### src/rtl/clk_gate_ctrl.sv
// Idle-detect controller driving the enable of a downstream latch-based clock gate.
// Runs on the free-running clock; gates after an idle window, re-enables and settles on wake.
module clk_gate_ctrl #(
  parameter int unsigned IDLE_CYCLES = 16,
  parameter int unsigned WAKE_CYCLES = 2,
  parameter int unsigned CNT_W =
      $clog2(((IDLE_CYCLES > WAKE_CYCLES) ? IDLE_CYCLES : WAKE_CYCLES) + 1)
) (
  input  logic i_clk,
  input  logic i_rst_n,
  input  logic i_busy,
  input  logic i_wake_req,
  input  logic i_gate_en,
  output logic o_clk_en,
  output logic o_gated,
  output logic o_wake_ack
);

  typedef enum logic [1:0] {StActive, StIdleCount, StGated, StWake} state_e;

  localparam logic [CNT_W-1:0] IdleLast = CNT_W'(IDLE_CYCLES - 1);
  localparam logic [CNT_W-1:0] WakeLast = CNT_W'(WAKE_CYCLES - 1);
  localparam logic [CNT_W-1:0] CntOne   = CNT_W'(1);

  state_e           state_q, state_d;
  logic [CNT_W-1:0] cnt_q, cnt_d;
  logic             clk_en_d, gated_d, wake_ack_d;
  logic             idle;

  assign idle = !i_busy && !i_wake_req && i_gate_en;

  // State and registered outputs; reset forces the clock on without waiting for an edge.
  always_ff @(posedge i_clk or negedge i_rst_n) begin
    if (!i_rst_n) begin
      state_q    <= StActive;
      cnt_q      <= '0;
      o_clk_en   <= 1'b1;
      o_gated    <= 1'b0;
      o_wake_ack <= 1'b0;
    end else begin
      state_q    <= state_d;
      cnt_q      <= cnt_d;
      o_clk_en   <= clk_en_d;
      o_gated    <= gated_d;
      o_wake_ack <= wake_ack_d;
    end
  end

  always_comb begin
    state_d    = state_q;
    cnt_d      = cnt_q;
    wake_ack_d = 1'b0;
    unique case (state_q)
      StActive: begin
        cnt_d = '0;
        if (idle) begin
          if (IDLE_CYCLES == 1) begin
            state_d = StGated;
          end else begin
            state_d = StIdleCount;
            cnt_d   = CntOne;
          end
        end
      end
      StIdleCount: begin
        if (!idle) begin
          state_d = StActive;
          cnt_d   = '0;
        end else if (cnt_q >= IdleLast) begin
          state_d = StGated;
          cnt_d   = '0;
        end else begin
          cnt_d = cnt_q + CntOne;
        end
      end
      StGated: begin
        if (!idle) begin
          state_d = StWake;
          cnt_d   = '0;
        end
      end
      StWake: begin
        if (cnt_q >= WakeLast) begin
          wake_ack_d = 1'b1;
          // An idle sample on the acknowledge edge already counts towards the next window,
          // but the domain is always handed back usable for at least one cycle.
          if (idle && (IDLE_CYCLES > 1)) begin
            state_d = StIdleCount;
            cnt_d   = CntOne;
          end else begin
            state_d = StActive;
            cnt_d   = '0;
          end
        end else begin
          cnt_d = cnt_q + CntOne;
        end
      end
      default: begin
        state_d = StActive;
        cnt_d   = '0;
      end
    endcase
  end

  // Outputs are decoded from the next state so they land in registers alongside it.
  always_comb begin
    clk_en_d = (state_d != StGated);
    gated_d  = (state_d == StGated) || (state_d == StWake);
  end

endmodule

### config.mk
export PLATFORM = sky130hd
export DESIGN_NAME = clk_gate_ctrl
export DESIGN_NICKNAME = d
export VERILOG_FILES = /design/src/rtl/clk_gate_ctrl.sv
export SDC_FILE = /design/constraint.sdc
export NUM_CORES = 1
export LEC_CHECK = 0
export BUFFER_PORTS_ARGS = -buffer_cell sky130_fd_sc_hd__buf_2
export CAP_MARGIN = 5
export CORE_AREA = 2 2 39 41
export CTS_BUF_LIST = sky130_fd_sc_hd__clkbuf_4 sky130_fd_sc_hd__clkbuf_8
export DETAILED_ROUTE_END_ITERATION = 10
export DIE_AREA = 0 0 41 43
export HOLD_SLACK_MARGIN = 0.12
export SLEW_MARGIN = 20
export SYNTH_ARGS = -nofsm -noshare
export SYNTH_HDL_FRONTEND = slang
export SYNTH_SLANG_ARGS = --single-unit
### constraint.sdc
create_clock -name i_clk -period 3.16 [get_ports i_clk]
set_input_delay 0.158 -clock i_clk [delete_from_list [all_inputs] [get_ports i_clk]]
set_output_delay 0.158 -clock i_clk [all_outputs]
set_load 0.05 [all_outputs]
==> run metrics <==
status finished clean; final global-route overflow total 0; flops & latches, synth 10; hold path cells 3; RSZ-0062 raised after global routing false; Post-Synthesis Cells 53; Critical Path AT 2.08 ns; post-synthesis async set-or-reset flop share 100%; CP required between 3 and 4 ns; clock share of power 31.8%; Rows 14; Num CTS Buffers 3; r2r setup slk 1.28 ns; Tmin final between 1.5 and 2 ns; static leakage 0.337 nW; Ports 8; area added between synthesis and finish 17.6%; Yosys top cell by area dfrtp_1; Syn Area/Cell 10.9 um2; Startpoint Class flop; diodes inserted 0; share of layout cells above drive strength 1 33.8%; Die Ht approximately 43 um; TritonCTS clock tree yes; vias in the first global route slightly above 400; largest net degree at the start of global routing 11; reg2reg end cnt_q[2]; Port Buffer Count 7; Comb pwr share 23.7%; Clock H-tree levels 1; Routed wire per std cell 12.7 um; switching power 0.114 mW; Max FO, Critical Path 7; Setup TNS 0 ns; clk_skew around 0.0094 ns; initial antenna violation count 0; first-pass GRT wire length 1850 um; initial core utilization a little over two fifths; # clock sinks 10; Final WS setup roughly 1.3 ns; Slew Viols, Final 0; sequential share of the synthesized area 43.6%; endpoint class of the critical path flop; Core ar. between 1000 and 1500 um2; Slew HR about four fifths; clk root buf clkbuf_4; Distinct cells, synth 29; R2R cell count 7; Slew @ Worst Pin 0.273 ns; tightest hold margin 0.250 ns; Post-synth EDFFs 0; Setup CP Type flop to flop; Min-Delay Path Class input pin to flop; RD Place Congestion a little over 0.8; Power Density around 520 nW/um2; post-layout net count 74; clk buf depth 2; Fmax achieved about 530 MHz; worst r2r src cnt_q[0]; DRT antenna net count 0; Chip Width 41 um; max_cap viols 0; residual DRC count 0; mapped cell area 577 um2; Hold Path End cnt_q[0]; Place WS 1.33 ns; Min-Delay Startpoint i_wake_req; main area contributors after synthesis dfrtp_1 (39%), ha_1 (6.5%), dfstp_2 (4.6%); DRT Wirelength 1030 um; Vias/cell 5.42; share of the synthesized area in the top cell type 39.0%; Die ar. 1760 um2; global router's overall resource usage between 10% and 20%; Flop pwr share 44.5%; multi-input logic area 307 um2; VDD IR max 292 uV; hpwl dp 769 um; internal power roughly 0.24 mW; Post-Syn Nets 61; Worst-Skew Late Latency 0.27 ns; fin crit share 59.5%; Fill cells 137; final setup fails 0; switching share of total power ~32%; ys flop type dfrtp_1; Vias roughly 440; initial DRC count 7; yosys warns 0; final hold vios 0; DR pass1 iterations 2; Register Area about 250 um2; Reg clk slew, reported paths 0.07 ns; postcts setup bufs 0
-- worst max-delay path by stage --
stage / from / end / slack [ns] / depth (start not counted)
5_1_grt: cnt_q[0] / cnt_q[2] / 1.14 / 7
6_report: cnt_q[0] / cnt_q[2] / 1.28 / 7
4_1_cts: cnt_q[0] / cnt_q[2] / 1.27 / 7
3_3_place_gp: cnt_q[0] / cnt_q[2] / 1.32 / 7
2_1_floorplan: cnt_q[1] / cnt_q[2] / 1.49 / 7
3_5_place_dp: cnt_q[0] / cnt_q[2] / 1.33 / 7
-- cells by family (layout without fill, tap and decap cells) --
| group | after synthesis | after routing | synth area share (%) |
|---|---|---|---|
| and+or+nand+nor | 19 | 19 | 22.8 |
| adders and majority gates | 3 | 3 | 6.51 |
| buffers and inverters | 5 | 17 | 3.25 |
| AOI/OAI and AO/OA | 15 | 15 | 22.1 |
| DFF | 10 | 10 | 43.6 |
| muxes | 1 | 1 | 1.74 |
-- metrics by stage --
step	cell area [um2]	utilization [%]	std cells	power, mW
3_3_place_gp	632	45.7	76	0.243
5_1_grt	678	49.0	81	0.381
4_1_cts	678	49.0	81	0.360
6_report	678	49.0	81	0.355
3_5_place_dp	632	45.7	76	0.243
2_1_floorplan	577	-	53	0.221
-- layout by cell type, fill, tap and decap left out, types with 2 or more instances in the layout --
cell type and instances:
a21oi_1 2, a22o_1 2, buf_2 7, clkbuf_4 3, dfrtp_1 9, ha_1 3
inv_1 5, nand2_1 2, nand2b_1 3, nand3_1 2, nor2_1 4, o2bb2ai_1 2
-- cell type report --
class                           count  area share (%)
Inverter                            5            2.77
Multi-Input combinational cell     38            45.2
Tap cell                           16            2.95
Sequential cell                    10            37.1
Clock buffer                        4            5.35
Timing Repair Buffer                8            6.64
-- critical path, stage by stage, from the launching register on --
cell	delay (ns)
dfrtp_1	0.46
ha_1	0.26
and3_2	0.18
ha_1	0.18
nor2_1	0.13
nand2_1	0.13
o31ai_1	0.26
a32o_2	0.19
-- power by group through the flow --
stage / sequential, mW / clock, mW / combinational (mW)
2_1_floorplan: 0.178 / 0 / 0.0435
3_3_place_gp: 0.160 / 0 / 0.0834
3_5_place_dp: 0.159 / 0 / 0.0836
4_1_cts: 0.158 / 0.118 / 0.0849
5_1_grt: 0.160 / 0.126 / 0.0951
6_report: 0.158 / 0.113 / 0.0841
-- sequential cells by signal, summed over array words and instances, names as in the netlist --
| name | cells |
|---|---|
| cnt_q | 5 |
| state_q | 2 |
| o_clk_en | 1 |
| o_gated | 1 |
| o_wake_ack | 1 |
-- what timing repair did --
action / CTS / global route
hold buffers: 1 / 0
gates resized for setup: 0 / 0
endpoints found under the hold margin: 10 / 0
-- cells in the mapped netlist, drive strengths merged, types with 2 or more instances --
library cell  instances
a21oi                 2
a22o                  2
dfrtp                 9
ha                    3
inv                   5
nand2                 3
nand2b                3
nand3                 2
nor2                  5
o22ai                 2
o2bb2ai               2
-- routing by layer --
metal,vias up,global-route usage [%],wire [um]
li1,220,-,-
met1,208,20.0,468
met2,9,23.1,487
met3,2,9.42,60
met4,0,4.00,8
met5,-,0,0
Power figures use the tool's default switching activity.
